$ cat src/rtl/simple_switch.sv
`default_nettype none
// ============================================================================
//  Module   : simple_switch
//  Purpose  : NumRx x NumTx crossbar packet switch, one data word per transfer.
//             Each input word carries a destination index and is routed to
//             that output. Each output has a one-entry registered buffer and
//             its own round-robin arbiter.
//  Ports    : clk, rst            - clock, synchronous active-high reset
//             rx_valid_i/rx_dest_i/rx_data_i/rx_ready_o - per-input handshake
//             tx_valid_o/tx_data_o/tx_src_o/tx_ready_i  - per-output handshake
//             tx_count_o, drop_count_o - statistics (SIMPLE_SWITCH_STATS_EN)
//  Options  : SIMPLE_SWITCH_STATS_EN adds delivered/discard counters.
//  Revision : 1.0 - initial release
// ============================================================================
module simple_switch #(
  parameter  int NumRx     = 4,
  parameter  int NumTx     = 4,
  parameter  int DataWidth = 8,
  localparam int DestW     = (NumTx > 1) ? $clog2(NumTx) : 1,
  localparam int SrcW      = (NumRx > 1) ? $clog2(NumRx) : 1
) (
  input  logic                       clk,
  input  logic                       rst,
  input  logic [NumRx-1:0]           rx_valid_i,
  input  logic [NumRx*DestW-1:0]     rx_dest_i,
  input  logic [NumRx*DataWidth-1:0] rx_data_i,
  output logic [NumRx-1:0]           rx_ready_o,
  output logic [NumTx-1:0]           tx_valid_o,
  output logic [NumTx*DataWidth-1:0] tx_data_o,
  output logic [NumTx*SrcW-1:0]      tx_src_o,
  input  logic [NumTx-1:0]           tx_ready_i
`ifdef SIMPLE_SWITCH_STATS_EN
  ,
  output logic [NumTx*16-1:0]        tx_count_o,
  output logic [15:0]                drop_count_o
`endif
);

  logic [NumTx-1:0]           tx_valid_q;
  logic [NumTx*DataWidth-1:0] tx_data_q;
  logic [NumTx*SrcW-1:0]      tx_src_q;
  logic [SrcW-1:0]            rr_q [NumTx];
  logic [SrcW-1:0]            rr_d [NumTx];

  logic [NumTx-1:0]           w_load_ok;
  logic [NumRx-1:0]           w_invalid;
  logic [NumRx-1:0]           w_req [NumTx];
  logic [NumTx-1:0]           w_gnt_vld;
  logic [SrcW-1:0]            w_gnt_idx [NumTx];
  logic [NumRx-1:0]           w_rx_ready;

  // Wrap an offset pointer value back into 0..NumRx-1 (v < 2*NumRx).
  function automatic logic [SrcW-1:0] f_wrap(input int v);
    return (v >= NumRx) ? SrcW'(v - NumRx) : SrcW'(v);
  endfunction

  // Out-of-range destinations can only exist when NumTx is not a power of 2.
  generate
    if ((1 << DestW) != NumTx) begin : g_dest_check
      always_comb begin
        w_invalid = '0;
        for (int i = 0; i < NumRx; i++) begin
          w_invalid[i] = rx_valid_i[i] && (rx_dest_i[i*DestW +: DestW] >= DestW'(NumTx));
        end
      end
    end else begin : g_dest_pow2
      assign w_invalid = '0;
    end
  endgenerate

  always_comb begin
    for (int j = 0; j < NumTx; j++) begin
      // An output may take a new word when empty or draining this cycle.
      w_load_ok[j] = !tx_valid_q[j] || tx_ready_i[j];
      w_req[j]     = '0;
      for (int i = 0; i < NumRx; i++) begin
        w_req[j][i] = rx_valid_i[i] && (rx_dest_i[i*DestW +: DestW] == DestW'(j));
      end
    end
  end

  // Per-output round-robin: scan from rr_q[j]; first requester wins.
  always_comb begin
    for (int j = 0; j < NumTx; j++) begin
      w_gnt_vld[j] = 1'b0;
      w_gnt_idx[j] = '0;
      for (int k = 0; k < NumRx; k++) begin
        if (!w_gnt_vld[j] && w_load_ok[j] && w_req[j][f_wrap(int'(rr_q[j]) + k)]) begin
          w_gnt_vld[j] = 1'b1;
          w_gnt_idx[j] = f_wrap(int'(rr_q[j]) + k);
        end
      end
      rr_d[j] = w_gnt_vld[j] ? f_wrap(int'(w_gnt_idx[j]) + 1) : rr_q[j];
    end
  end

  // Invalid destinations are accepted and dropped at once.
  always_comb begin
    w_rx_ready = w_invalid;
    for (int j = 0; j < NumTx; j++) begin
      if (w_gnt_vld[j]) begin
        w_rx_ready[w_gnt_idx[j]] = 1'b1;
      end
    end
    if (rst) begin
      w_rx_ready = '0;
    end
  end

  always_ff @(posedge clk) begin
    if (rst) begin
      tx_valid_q <= '0;
      tx_data_q  <= '0;
      tx_src_q   <= '0;
      for (int j = 0; j < NumTx; j++) begin
        rr_q[j] <= '0;
      end
    end else begin
      for (int j = 0; j < NumTx; j++) begin
        rr_q[j] <= rr_d[j];
        if (w_gnt_vld[j]) begin
          tx_valid_q[j]                         <= 1'b1;
          tx_data_q[j*DataWidth +: DataWidth]   <= rx_data_i[int'(w_gnt_idx[j])*DataWidth +: DataWidth];
          tx_src_q[j*SrcW +: SrcW]              <= w_gnt_idx[j];
        end else if (tx_ready_i[j]) begin
          tx_valid_q[j] <= 1'b0;
        end
      end
    end
  end

  assign rx_ready_o = w_rx_ready;
  assign tx_valid_o = tx_valid_q;
  assign tx_data_o  = tx_data_q;
  assign tx_src_o   = tx_src_q;

`ifdef SIMPLE_SWITCH_STATS_EN
  logic [NumTx*16-1:0] tx_count_q;
  logic [15:0]         drop_count_q;
  logic [15:0]         w_drop_inc;

  always_comb begin
    w_drop_inc = '0;
    for (int i = 0; i < NumRx; i++) begin
      w_drop_inc = w_drop_inc + {15'b0, w_invalid[i]};
    end
  end

  always_ff @(posedge clk) begin
    if (rst) begin
      tx_count_q   <= '0;
      drop_count_q <= '0;
    end else begin
      for (int j = 0; j < NumTx; j++) begin
        if (tx_valid_q[j] && tx_ready_i[j]) begin
          tx_count_q[j*16 +: 16] <= tx_count_q[j*16 +: 16] + 16'd1;
        end
      end
      drop_count_q <= drop_count_q + w_drop_inc;
    end
  end

  assign tx_count_o   = tx_count_q;
  assign drop_count_o = drop_count_q;
`endif

endmodule
`default_nettype wire

$ cat config.mk
export PLATFORM = sky130hd
export DESIGN_NAME = simple_switch
export DESIGN_NICKNAME = d
export VERILOG_FILES = /design/src/rtl/simple_switch.sv
export SDC_FILE = /design/constraint.sdc
export NUM_CORES = 1
export LEC_CHECK = 0
export CAP_MARGIN = 20
export CORE_UTILIZATION = 34
export DETAILED_ROUTE_END_ITERATION = 8
export SLEW_MARGIN = 20
export SYNTH_ARGS = -nofsm -noshare
export SYNTH_HDL_FRONTEND = slang
export SYNTH_SLANG_ARGS = --single-unit
$ cat constraint.sdc
create_clock -name clk -period 5.4 [get_ports clk]
set_input_delay 1.62 -clock clk [delete_from_list [all_inputs] [get_ports clk]]
set_output_delay 1.62 -clock clk [all_outputs]
set_load 0.02 [all_outputs]
==> results.toml, run 1 <==
[logic_synthesis]
yosysUniqueCellTypes = 76
synthMuxAreaShare = 0.115
yosysWarnings = 0
avgSynthCellArea_sq_um = 8.16
ys.flop_type = "dfxtp_1"
syn-num-nets = 599
yosysTopAreaCellShare = 0.238
synth_compound_area_frac = 0.322
async_reset_ff_frac = 0
syn_area_sq_um = 4380
yosys-top-cells-area = "dfxtp_1 (24%), mux2i_1 (8.5%), nand3_1 (6.5%)"
synth_top_family_by_area = "compound AO/OA/AOI/OAI gates"
yosysTopAreaCell = "dfxtp_1"
synth_edf_count = 0
synthSimpleGateAreaFrac = 0.222
synthAdderAreaFrac = 0.0343
ys_ff_latch = 52
syn_inst = 537
synth_xor_area_frac = 0.00400
ys_seq_area_frac = 0.238

[critical_path]
required_ns = 3.78
slowest_delay_ns = 0.45
path_cells = "buf_2 > buf_6 > nand3b_1 > a21o_1 > a21oi_4 > o32ai_4 > buf_4 > ha_2 > a222oi_1 > a21oi_2 > buf_4"
r2r_end = "tx_data_o[6]"
reg2reg_depth = 7
path_delay_family = "compound AO/OA/AOI/OAI gates"
slowest_stage = "a222oi_1"
arrival_ns = 3.70
crit_top_cell = "buf_4"
reg2reg_from = "rr_q[0][1]"
criticalPathCategory = "input pin to output port"
start_kind = "input pin"
path_max_fanout = 6
endpoint_kind = "output port"
reg2reg_slack_ns = 2.73
cp.buffers_inverters = 4

[timing]
period_share = 0.984
hold_violations = 0
skew_ns = 0.0118
tightestPinTransition_ns = 0.866
fmax_mhz = 188
rsz0062_at_grt = "false"
setup_violations = 0
worst_slack_ns = 0.0849
hold_slack_ns = 0.463
slew-limit-headroom = 0.418
finalMaxSlewViolations = 0
period_needed_ns = 5.32

[status]
outcome = "finished clean"

[grt]
grt_max_degree = 36
grtUsageMet2 = 0.452
gr-usage-all-layers = 0.258
antenna_found_initial = 0
grtUsageMet1 = 0.318
grt_overflow_total = 0
grt_pass1_wl_mm = 26.5
busiest_layer = "met2"
grt_pass1_vias = 5026
grtUsageMet3 = 0.0361

[clock_tree]
cts_tree = "yes"
cts_buffer_depth = 2
clk_pin_slew_worst_paths_ns = 0.07
numCtsBuffers = 5
cts_root_buf = "clkbuf_16"
insertion_delay_ns = 0.30
htree_levels = 2
cts.sinks = 52

[route]
routedWlPerCell_um = 19.7
post-route-drc-count = 0
num_vias = 5188
vias_per_cell = 5.89
ant_nets = 0
wirelength_mm = 17.3
drtIter0Drc = 395
drtPass1Iterations = 5

[floorplanning]
die_w_um = 116
die-area_sq_um = 13300
initial_core_util = 0.349
ios = 98
die_h_um = 116
core_sq_um = 12600
core.rowCount = 41

[power]
power_leakage_nw = 2.71
pwr_density_cell_nw_per_um2 = 332
total_power_w = 0.00217
ir_worst_vdd_v = 0.000162

[layout]
layout.nets = 770
area_growth_syn_to_layout_pct = 49.1
fin_cells = 881
regArea_sq_um = 1040
diodes = 0
multi_input_area_sq_um = 3280
fillCellCount = 1231
drive_above_1_share = 0.298

[min_path]
hold_path.startpoint = "tx_src_o[0]"
holdPathStages = 2
min_to = "tx_src_o[0]"
hp-class = "register to register"

[place]
portBuffers = 97
placed_cells = 856
gp_congestion = 0.899
preCtsSetupSlack_ns = -0.751
dpl.hpwl_mm = 12.9

[flow_run]
cap_viol_max_count = 0
power breakdown:
part           total [W]  switching (W)  internal, W
clock           0.000336       0.000163     0.000173
combinational    0.00129       0.000688     0.000600
sequential      0.000543      0.0000812     0.000462
state kept, by name (all words and copies together), names as in the netlist:
register	flops
tx_valid_o	4
rr_q	8
tx_data_o	32
tx_src_o	8
worst min-delay path: stages, from the launching register on:
cell,delay [ns]
dfxtp_1,0.31
nand2_1,0.05
a21oi_1,0.06
metal layers:
layer | vias to the layer above | part of all wire
li1 | 2439 | -
met1 | 2502 | 0.43
met2 | 209 | 0.49
met3 | 38 | 0.051
met4 | 0 | 0.030
met5 | - | 0
cell type report:
class	instances	area share
clock buffer	5	0.0192
clock inverter	3	0.00326
inverter	18	0.0103
multi-input combinational	421	0.502
sequential	52	0.159
tap	172	0.0330
timing repair buffer	210	0.273
logic make-up (layout without fill, tap and decap cells):
family / count (synthesis) / in the layout
muxes: 47 / 47
AOI/OAI and AO/OA: 187 / 187
xor gates and xnor gates: 2 / 2
DFF: 52 / 52
adders and majority gates: 12 / 12
buffers and inverters: 64 / 236
and+or+nand+nor: 173 / 173
how the worst max path moves through the flow:
stage | start | to | slack, ns | cells after the start
4_1_cts | rx_dest_i[0] | rx_ready_o[0] | 0.005 | 9
5_1_grt | rx_dest_i[7] | rx_ready_o[2] | 0.03 | 9
2_1_floorplan | rx_valid_i[1] | rx_ready_o[0] | 0.07 | 9
6_report | rx_dest_i[1] | rx_ready_o[3] | 0.08 | 11
3_5_place_dp | rx_dest_i[0] | rx_ready_o[0] | -0.75 | 10
3_3_place_gp | rx_dest_i[0] | rx_ready_o[2] | -0.80 | 9
cell usage in the layout, fill, tap and decap left out, drive strengths merged, types with 17 or more instances in the layout:
| cell | synthesis | final |
|---|---|---|
| a21oi | 31 | 31 |
| buf | 23 | 118 |
| clkdlybuf4s50 | 0 | 81 |
| dfxtp | 52 | 52 |
| inv | 16 | 17 |
| mux2i | 37 | 37 |
| nand2 | 21 | 21 |
| nand3 | 57 | 57 |
| nor2 | 31 | 31 |
| o211a | 18 | 18 |
| o21ai | 37 | 37 |
| o221ai | 22 | 22 |
synthesized netlist by cell type, drive strengths merged (8+ instances only):
cell    number
nand3       57
dfxtp       52
mux2i       37
o21ai       37
a21oi       31
nor2        31
buf         23
clkbuf      23
o221ai      22
nand2       21
o211a       18
inv         16
a31o        15
a31oi       13
ha          12
nor3         9
a211oi       8
mux2         8
o211ai       8
stage by stage:
stage          area (sq um)  setup TNS (ns)  utilization
2_1_floorplan          4380               0            -
3_3_place_gp           6070           -3.02        0.483
3_5_place_dp           6070           -2.90        0.483
4_1_cts                6460               0        0.514
5_1_grt                6530               0        0.520
6_report               6530               0        0.520
repair_timing:
action	4_1_cts	5_1_grt
setup buffers	7	9
gates cloned	1	2
pin swaps	21	21
resized for setup	80	34
setup endpoints to repair	4	4
hold buffers	0	0
Power figures use the tool's default switching activity.
==> inputs of run 2 (changes only) <==
Settings changed: SETUP_SLACK_MARGIN set to 0.1.
==> run 2 against run 1 <==
Against the previous run:
- power fell by 0.71%
- critical path depth fell by 1
- count of clock-buffer cells in the layout did not move
- register-to-register slack barely moved
- sequential power rose by 0.7%
- first-iteration DRC count fell by 8.4%
- largest cell class unchanged
- final area fell by 1.6%
==> results.toml, run 2 (synthesis gave the netlist of run 1 again) <==
[status]
outcome = "finished clean"

[clock_tree]
cts_tree = "yes"
cts_buffer_depth = 2
clk_pin_slew_worst_paths_ns = 0.07
insertion_delay_ns = 0.31
numCtsBuffers = 5
cts_hold_buf = 0
cts.sinks = 52
cts_root_buf = "clkbuf_16"
htree_levels = 2

[timing]
skew_ns = 0.00976
period_needed_ns = 5.30
fmax_mhz = 189
period_share = 0.981
hold_violations = 0
finalMaxSlewViolations = 0
tightestPinTransition_ns = 0.845
setup_violations = 0
rsz0062_at_grt = "true"
slew-limit-headroom = 0.432

[route]
drtIter0Drc = 362
vias_per_cell = 5.97
ant_nets = 0
drtPass1Iterations = 5
wirelength_mm = 17.2
post-route-drc-count = 0
num_vias = 5208
routedWlPerCell_um = 19.8

[critical_path]
r2r_end = "tx_data_o[2]"
start_kind = "input pin"
crit_path_start = "rx_dest_i[5]"
slowest_delay_ns = 0.40
crit_cells = 10
criticalPathCategory = "input pin to output port"
path_max_fanout = 6
endpoint_kind = "output port"
cp.buffers_inverters = 3
arrival_ns = 3.68
path_cells = "buf_6 > and3b_2 > nand2_2 > a2bb2oi_4 > o32ai_4 > inv_2 > ha_4 > a222oi_1 > a21oi_1 > buf_4"
path_delay_family = "compound AO/OA/AOI/OAI gates"
reg2reg_slack_ns = 2.74
slowest_stage = "a222oi_1"
reg2reg_from = "rr_q[0][0]"
reg2reg_depth = 7
required_ns = 3.78

[place]
gp_congestion = 0.944
placed_cell_area_sq_um = 6050
dpl.hpwl_mm = 12.9
portBuffers = 97

[layout]
area_growth_syn_to_layout_pct = 46.8
final_common_cell = "buf_4"
layout.nets = 761
largest_reg_flops = 32
diodes = 0
stdcell_area_sq_um = 6430
mostFrequentLayoutCells = "buf_4 (102), clkdlybuf4s50_1 (81), nand3_1 (57)"
drive_above_1_share = 0.279
final_util = 0.511
fillCellCount = 1244

[grt]
grt_pass1_vias = 5180
grt_max_degree = 36
grt_pass1_wl_mm = 27.1
grt_overflow_total = 0
antenna_found_initial = 0
gr-usage-all-layers = 0.264

[floorplanning]
core_sq_um = 12600
die-area_sq_um = 13300
ios = 98
die_w_um = 116
core.rowCount = 41
initial_core_util = 0.349
die_h_um = 116

[min_path]
min_to = "tx_src_o[0]"
hp-class = "register to register"
holdPathStages = 2
hold_path.startpoint = "tx_src_o[0]"

[power]
total_power_w = 0.00215
ir_worst_vdd_v = 0.000184
power_leakage_nw = 2.66
pwr_density_cell_nw_per_um2 = 335

[flow_run]
cap_viol_max_count = 0
## run 2: cell types whose count changed in the layout (fill, tap and decap cells not counted), sizes merged
| cell | before | now |
|---|---|---|
| clkinv | 3 | 2 |
| clkbuf | 16 | 8 |
| buf | 118 | 117 |
| inv | 17 | 18 |
## run 2: final cells by class
class	instances	area, sq um	share of cell area
Multi-Input combinational cell	421	3240	0.505
Inverter	18	67.6	0.0105
Clock inverter	3	25.0	0.00389
Timing Repair Buffer	201	1710	0.266
Tap cell	172	215	0.0335
Clock buffer	5	125	0.0195
Sequential cell	52	1040	0.162
## run 2: how the worst max path moves through the flow
stage,endpoint,slack [ns]
floorplan,rx_ready_o[0],0.10
global placement,rx_ready_o[1],-0.70
detailed placement,rx_ready_o[2],-0.81
CTS,rx_ready_o[2],0.1
global route,rx_ready_o[0],0.01
finish,rx_ready_o[0],0.10
## run 2: layer usage
metal / GRT usage / vias to the layer above / routed length, um
met5: 0 / - / 0
met4: 0.148 / 0 / 819
met3: 0.0455 / 61 / 975
met2: 0.434 / 210 / 8200
met1: 0.327 / 2518 / 7240
li1: - / 2419 / -
## run 2: where the power goes
group | internal (W) | switching [W]
clock | 0.000176 | 0.000167
combinational | 0.000590 | 0.000671
sequential | 0.000462 | 0.0000853
total | 0.00123 | 0.000924
## run 2: worst register-to-register path: cells and delay by family (launching register included)
family / cells / cell delay (ns)
AO/OA/AOI/OAI: 4 / 1.13
buffers and inverters: 1 / 0.13
flip-flops: 1 / 0.51
AND/OR/NAND/NOR: 2 / 0.75
## run 2: through the flow
stage          hold slack, ns  setup TNS, ns  setup slack, ns  cells
5_1_grt                 0.506              0           0.0142    872
4_1_cts                 0.466              0           0.0964    867
3_3_place_gp            0.447          -2.78           -0.703    854
2_1_floorplan           0.503              0            0.102    537
6_report                0.459              0            0.101    872
3_5_place_dp            0.456          -3.01           -0.806    854
## run 2: timing repair
action                                  in CTS  in global routing
pin swaps                                   13                 16
resized for setup                           83                 32
endpoints found under the setup margin       4                  4
buffers inserted                             6                  5
==> inputs of run 3 (changes only) <==
Settings changed: SKIP_CTS_REPAIR_TIMING set to 1.
==> run 3 against run 2 <==
Against the previous run:
- sequential power hardly changed
- clock power hardly changed
- critical path depth stayed put
- register-to-register slack hardly changed
==> results.toml, run 3 (synthesis gave the netlist of run 1 again) <==
[status]
outcome = "finished clean"

[layout]
mostFrequentLayoutCells = "buf_4 (103), clkdlybuf4s50_1 (81), nand3_1 (57)"
final_common_cell = "buf_4"
fillCellCount = 1239
layout.nets = 764
drive_above_1_share = 0.287
area_growth_syn_to_layout_pct = 47.5
largest_reg_flops = 32
diodes = 0

[critical_path]
path_max_fanout = 6
cp.buffers_inverters = 3
criticalPathCategory = "input pin to output port"
slowest_delay_ns = 0.40
path_cells = "dlymetal6s2s_1 > and3b_2 > nor3_2 > a2bb2oi_2 > o32ai_4 > inv_2 > ha_1 > a222oi_1 > a21oi_2 > buf_6"
path_delay_family = "compound AO/OA/AOI/OAI gates"
start_kind = "input pin"
endpoint_kind = "output port"
required_ns = 3.78
slowest_stage = "a222oi_1"
arrival_ns = 3.60

[route]
vias_per_cell = 5.95
wirelength_mm = 17.2
routedWlPerCell_um = 19.7
post-route-drc-count = 0
drtIter0Drc = 389
drtPass1Iterations = 5
num_vias = 5202
ant_nets = 0

[clock_tree]
cts_buffer_depth = 2
cts_root_buf = "clkbuf_16"
cts.sinks = 52
htree_levels = 2
numCtsBuffers = 5
clk_pin_slew_worst_paths_ns = 0.07
insertion_delay_ns = 0.31
cts_tree = "yes"

[floorplanning]
ios = 98
die-area_sq_um = 13300
die_w_um = 116
core_sq_um = 12600
initial_core_util = 0.349
die_h_um = 116
core.rowCount = 41

[timing]
skew_ns = 0.00805
worst_slack_ns = 0.175
hold_violations = 0
tightestPinTransition_ns = 0.843
finalMaxSlewViolations = 0
period_share = 0.968
slew-limit-headroom = 0.433
fmax_mhz = 191
rsz0062_at_grt = "true"
setup_violations = 0
period_needed_ns = 5.22

[grt]
grt_max_degree = 36
antenna_found_initial = 0
grt_pass1_wl_mm = 26.5
gr-usage-all-layers = 0.258
grt_overflow_total = 0
grt_pass1_vias = 5077

[power]
total_power_w = 0.00216
power_leakage_nw = 2.68
ir_worst_vdd_v = 0.000184
pwr_density_cell_nw_per_um2 = 335

[place]
dpl.hpwl_mm = 12.9
gp_congestion = 0.944
preCtsSetupSlack_ns = -0.806
portBuffers = 97

[flow_run]
cap_viol_max_count = 0

[min_path]
hp-class = "register to register"
## run 3: cell types whose count changed in the layout (fill, tap and decap cells not counted), sizes merged
cell          change
buf               -6
dlymetal6s2s      +1
clkbuf            +8
## run 3: worst register-to-register path: stages (launching register included)
cell and delay (ns):
dfxtp_1 0.51, or4b_4 0.64, a211oi_4 0.35, nor2_4 0.11, a31o_2 0.25, buf_4 0.13, o211ai_2 0.37, o221ai_1 0.17
## run 3: layer usage
metal  GRT usage  part of all wire  vias up
met5           0                 0        -
met4       0.134             0.046        0
met3      0.0445             0.050       59
met2       0.424              0.47      208
met1       0.324              0.43     2509
li1            -                 -     2426
## run 3: layout make-up
cell class,instances,area [sq um],area share
clock buffers,5,125,0.0194
clock inverters,3,25.0,0.00387
inverters,18,67.6,0.0105
multi-input cells,421,3240,0.501
flip-flops and latches,52,1040,0.161
well taps,172,215,0.0333
repair buffers,204,1750,0.271
## run 3: stage by stage
stage	utilization	hold slack [ns]	std cells	instance area, sq um	setup TNS [ns]
2_1_floorplan	-	0.503	537	4380	0
3_3_place_gp	0.482	0.447	854	6050	-2.78
3_5_place_dp	0.482	0.456	854	6050	-3.01
4_1_cts	0.494	0.466	862	6200	-3.08
5_1_grt	0.514	0.506	875	6460	0
6_report	0.514	0.459	875	6460	0
## run 3: power by group
part           switching, W  total [W]  internal [W]
combinational      0.000674    0.00127      0.000595
clock              0.000170   0.000346      0.000176
sequential        0.0000845   0.000546      0.000462
## run 3: path summary, 6_finish.rpt
path	startpoint	endpoint	slack, ns	cells past startpoint
hold / removal	tx_src_o[0]	tx_src_o[0]	0.46	2
setup reg to reg	rr_q[0][0]	tx_data_o[2]	2.74	7
setup / recovery	rx_valid_i[2]	rx_ready_o[0]	0.18	10
hold reg to reg	tx_src_o[0]	tx_src_o[0]	0.46	2
